### src/rtl/seg7_scan_ctrl.sv
// Multiplexed 7-segment scan controller: one digit per slot with a blanking guard,
// leading-zero suppression, and tear-free frame-boundary loads.
module seg7_scan_ctrl #(
    parameter int NUM_DIGITS  = 4,
    parameter int REFRESH_DIV = 100000,
    parameter int GUARD       = 1000,
    parameter bit BLANK_LZ    = 1'b1,
    localparam int IW = (NUM_DIGITS > 1) ? $clog2(NUM_DIGITS) : 1
) (
    input  logic                    clk,
    input  logic                    rst,
    input  logic                    load,
    input  logic [4*NUM_DIGITS-1:0] value_in,
    output logic [3:0]              bcd_out,
    output logic                    dec_en,
    output logic [NUM_DIGITS-1:0]   an,
    output logic [IW-1:0]           digit_idx,
    output logic                    load_ack,
    output logic                    err
);
    localparam int CW = (REFRESH_DIV > 1) ? $clog2(REFRESH_DIV) : 1;
    localparam logic [CW-1:0] CNT_MAX = CW'(REFRESH_DIV - 1);
    localparam logic [CW-1:0] GUARD_C = CW'(GUARD);
    localparam logic [IW-1:0] IDX_MAX = IW'(NUM_DIGITS - 1);

    typedef enum logic {BLANK, DRIVE} state_t;

    state_t                           state, state_nxt;
    logic [CW-1:0]                    cnt, cnt_nxt;
    logic [IW-1:0]                    idx_nxt;
    logic [NUM_DIGITS-1:0][3:0]       disp, disp_nxt, shadow, shadow_nxt;
    logic                             pending, pending_nxt;
    logic                             ack_nxt, err_nxt, en_nxt, slot_end, frame_end, lz;
    logic [3:0]                       bcd_nxt;
    logic [NUM_DIGITS-1:0]            an_nxt, hi_zero;

    always_ff @(posedge clk) begin
        if (rst) begin
            state     <= BLANK;
            cnt       <= '0;
            digit_idx <= '0;
            disp      <= '0;
            shadow    <= '0;
            pending   <= 1'b0;
            an        <= '1;
            dec_en    <= 1'b0;
            bcd_out   <= 4'd0;
            load_ack  <= 1'b0;
            err       <= 1'b0;
        end else begin
            state     <= state_nxt;
            cnt       <= cnt_nxt;
            digit_idx <= idx_nxt;
            disp      <= disp_nxt;
            shadow    <= shadow_nxt;
            pending   <= pending_nxt;
            an        <= an_nxt;
            dec_en    <= en_nxt;
            bcd_out   <= bcd_nxt;
            load_ack  <= ack_nxt;
            err       <= err_nxt;
        end
    end

    // Outputs are registered from next-state values so they line up with cnt/digit_idx.
    always_comb begin
        state_nxt   = state;
        slot_end    = (cnt == CNT_MAX);
        frame_end   = slot_end && (digit_idx == IDX_MAX);
        cnt_nxt     = slot_end ? '0 : cnt + CW'(1);
        idx_nxt     = digit_idx;
        disp_nxt    = disp;
        shadow_nxt  = shadow;
        pending_nxt = pending;
        ack_nxt     = 1'b0;

        if (slot_end)
            idx_nxt = (digit_idx == IDX_MAX) ? '0 : digit_idx + IW'(1);

        case (state)
            BLANK:   if (cnt_nxt == GUARD_C) state_nxt = DRIVE;
            DRIVE:   if (slot_end) state_nxt = BLANK;
            default: state_nxt = BLANK;
        endcase

        // A load on the frame-end cycle bypasses the shadow register.
        if (frame_end) begin
            if (load) begin
                disp_nxt    = value_in;
                ack_nxt     = 1'b1;
                pending_nxt = 1'b0;
            end else if (pending) begin
                disp_nxt    = shadow;
                ack_nxt     = 1'b1;
                pending_nxt = 1'b0;
            end
        end else if (load) begin
            shadow_nxt  = value_in;
            pending_nxt = 1'b1;
        end
    end

    always_comb begin
        hi_zero = '0;
        err_nxt = 1'b0;
        hi_zero[NUM_DIGITS-1] = (disp_nxt[NUM_DIGITS-1] == 4'd0);
        for (int k = NUM_DIGITS - 2; k >= 0; k--)
            hi_zero[k] = hi_zero[k+1] && (disp_nxt[k] == 4'd0);
        for (int k = 0; k < NUM_DIGITS; k++)
            if (disp_nxt[k] > 4'd9) err_nxt = 1'b1;

        lz      = BLANK_LZ && (idx_nxt != '0) && hi_zero[idx_nxt];
        bcd_nxt = disp_nxt[idx_nxt];
        an_nxt  = '1;
        en_nxt  = 1'b0;
        if (state_nxt == DRIVE && !lz) begin
            an_nxt[idx_nxt] = 1'b0;
            en_nxt          = 1'b1;
        end
    end
endmodule

### config.mk
export PLATFORM = sky130hd
export DESIGN_NAME = seg7_scan_ctrl
export DESIGN_NICKNAME = d
export VERILOG_FILES = /design/src/rtl/seg7_scan_ctrl.sv
export SDC_FILE = /design/constraint.sdc
export NUM_CORES = 1
export LEC_CHECK = 0
export ABC_AREA = 1
export CAP_MARGIN = 40
export CORE_MARGIN = 2
export CORE_UTILIZATION = 57
export DETAILED_ROUTE_END_ITERATION = 10
export PLACE_DENSITY = 0.79
export SYNTH_ARGS = -nofsm -noshare
export SYNTH_HDL_FRONTEND = slang
export SYNTH_SLANG_ARGS = --single-unit
### constraint.sdc
create_clock -name clk -period 2.65 [get_ports clk]
set_clock_uncertainty 0.2 [all_clocks]
set_input_delay 0.265 -clock clk [delete_from_list [all_inputs] [get_ports clk]]
set_output_delay 0.265 -clock clk [all_outputs]
set_load 0.03 [all_outputs]
==> results of run 1 <==
[through the flow]
| stage | cell area (um^2) | util [%] |
|---|---|---|
| final | 4000 | 67.9 |
| after floorplan | 3450 | - |
| after CTS | 4000 | 67.9 |
| after detailed placement | 3810 | 64.7 |
| after global placement | 3810 | 64.7 |
| after global routing | 4000 | 67.9 |
[synthesized netlist by cell type, types with 4 or more instances]
cell and instances:
nand2_1 208, nor2_1 78, dfxtp_1 64, inv_1 58, nand3_1 34, a21oi_1 28, nand4_1 18, o21ai_0 13
clkbuf_1 10, nor3_1 8, nor2_2 5, nand2_2 4
[cells in the final DEF (no fill, tap or decap)]
master and instances:
o22ai_1 1, bufinv_16 1, nor3_1 8, a21o_1 1, clkdlybuf4s50_1 30, inv_2 3, nand3_1 34, nor2_2 5
clkbuf_8 9, buf_2 1, xor2_1 3, inv_1 58, o21ai_2 1, nand2_1 208, clkinvlp_4 2, nand4_2 1
a21oi_1 28, o21ai_1 2, nand3_2 3, buf_4 6, or2_2 1, nor2_4 3, nor3_2 1, o21ai_0 13
nand2_2 4, nor2_1 78, dfxtp_1 64, nand4_1 18, ha_1 2, clkinv_2 3, nand2_4 1, clkbuf_1 1
o21bai_1 1
[state kept, by name, indices dropped and copies added (netlist names), 2 cells and up]
| register | flops |
|---|---|
| digit_idx | 2 |
| cnt | 17 |
| disp | 16 |
| an | 4 |
| shadow | 16 |
| bcd_out | 4 |
[power breakdown]
group	internal, mW	total (mW)	leakage (nW)	switching (mW)
combinational	0.0505	0.124	1.26	0.0731
sequential	0.980	0.992	0.520	0.0119
clock	0.429	0.811	0.0920	0.382
[final cells by class]
| type | instances | area, um^2 | area share, % |
|---|---|---|---|
| Clock buffer | 10 | 128 | 3.19 |
| Clock inverter | 6 | 60.1 | 1.50 |
| Inverter | 61 | 229 | 5.73 |
| Multi-Input combinational cell | 417 | 1850 | 46.4 |
| Sequential cell | 64 | 1280 | 32.1 |
| Tap cell | 75 | 93.8 | 2.35 |
| Timing Repair Buffer | 37 | 350 | 8.77 |
[final timing paths]
| check | endpoint | slack [ns] | depth (start not counted) |
|---|---|---|---|
| max | an[1]$_SDFF_PP1_ | 0.24 | 13 |
| min reg2reg | shadow[15]$_SDFFE_PP0P_ | 0.27 | 2 |
| max reg2reg | an[1]$_SDFF_PP1_ | 0.24 | 13 |
| min | shadow[15]$_SDFFE_PP0P_ | 0.27 | 2 |
[tightest hold or removal path, stage by stage (launching register included)]
cell	delay (ns)
dfxtp_1	0.31
nand2_1	0.06
a21oi_1	0.05
[routing by layer]
metal | track usage, % | share of wire (%)
met1 | 31.7 | 42
met2 | 54.6 | 52
met3 | 5.82 | 2.8
met4 | 13.2 | 2.8
met5 | 0 | 0
[cell families after synthesis]
family,Yosys count,share of synthesized area [%]
buf+inv,80,9.24
fa+ha+maj,2,0.725
xor+xnor,3,0.761
compound gates,47,7.10
flops,64,37.1
simple gates,365,45.1
==> flow_metrics.tcl, run 1 <==
set metrics [dict create \
    postCtsSetupBuffers 0 \
    setup_slack_ns 0.240 \
    vias 3539 \
    area_growth_pct 15.7 \
    critPathCaptureType "flip-flop" \
    first_pass_iters 5 \
    rsz0062_at_grt "false" \
    cp.required_ns 2.66 \
    avgSynthCellArea_um2 6.16 \
    max_stage_delay_ns 0.40 \
    fin_nets 611 \
    port_buffers 31 \
    root_buffer "clkbuf_8" \
    place_worst_setup_slack_ns 0.292 \
    yosysSeqAreaShare_pct 37.1 \
    fmax_ghz 0.415 \
    start_util_pct 58.7 \
    slowest_stage "dfxtp_1" \
    die_w_um 81.8 \
    hold_start "shadow[15]$_SDFFE_PP0P_" \
    clkTransAtPathRegs_ns 0.07 \
    die_area_um2 6700 \
    grt_overflow_total 0 \
    yosysTopAreaCellShare_pct 37.1 \
    period_minus_slack_ns 2.41 \
    worstSetupPathType "reg2reg" \
    ys_seq_elements 64 \
    totalWireLength_mm 9.01 \
    drive_gt1_share_pct 7.56 \
    setup_viol 0 \
    total_power_mw 1.93 \
    cellPowerDensity_nw_per_um2 482 \
    cts_buffer_depth 2 \
    dp.cells 654 \
    placementRows 28 \
    synth_cell_types 30 \
    timing.critical_path.from "cnt[0]$_SDFF_PP0_" \
    synthArstFlopShare_pct 0 \
    cts.sinks 64 \
    path_cells "ha_1 -> nand2_2 -> nor2_4 -> nand3_1 -> nor2_2 -> buf_4 -> nand4_1 -> nand2_1 -> nor2_1 -> nand3_1 -> nand2_1 -> nand3_2 -> nand3_1" \
    ys_warn_count 0 \
    tightest_slew_ns 0.613 \
    grt_antenna_before_repair 0 \
    max_cap_violations 0 \
    finalCritPeriodShare_pct 90.9 \
    leakage_nw 1.87 \
    syn_inst 561 \
    synth_area_leaders "dfxtp_1 (37%), nand2_1 (23%), nor2_1 (8.5%), inv_1 (6.3%), nand3_1 (4.9%)" \
    synth_edf_count 0 \
    grtUsageTotal_pct 29.3 \
    core_um2 5890 \
    wl_per_cell_um 13.4 \
    status "finished clean" \
    critPathTopFamily "simple AND/OR/NAND/NOR gates" \
    maxSlewViolCount 0 \
    slew_headroom_pct 59.1 \
    netlist_area_um2 3450 \
    fin_cells 670 \
    htree_num_levels 3 \
    finalWeightedCongestion 0.857 \
    hp-class "reg2reg" \
    rr_startpoint "cnt[0]$_SDFF_PP0_" \
    grt_pass1_wl_mm 15.0 \
    clk_latency_ns 0.34 \
    finalHoldViolCount 0 \
    tns_ns 0 \
    vdd_drop_max_uv 452 \
    critPathBufInv 1 \
    route.detailed.drc 0 \
    cp_common_cell "nand3_1" \
    ios 32 \
    timing.hold.ws_ns 0.268 \
    drt_iter0_markers 165 \
    synth-main-ff-cell "dfxtp_1" \
    crit_arrival_ns 2.42 \
    grt_max_degree 57 \
    critPathLaunchType "flip-flop" \
    grt_pass1_vias 3457 \
    final.fill_count 564 \
    path_max_fanout 10 \
    synth_fp_nets 582 \
    fp.dieH_um 81.8 \
    cts_buffers 9 \
    cts_hold_repair.buffers 0 \
    yosysTopAreaCell "dfxtp_1" \
    cts_resized 0 \
    ant_nets 0 \
    vias_per_cell 5.28 \
    cts_tree "yes" \
    dp_hpwl_mm 6.84 \
    n_antenna_cell 0 \
]
Power figures use the tool's default switching activity.
==> run 2, diff against run 1 <==
Settings changed: SKIP_LAST_GASP from default to 1.
==> results of run 2 <==
Same layout as run 1: the final DEF is identical, and so are final timing and power.
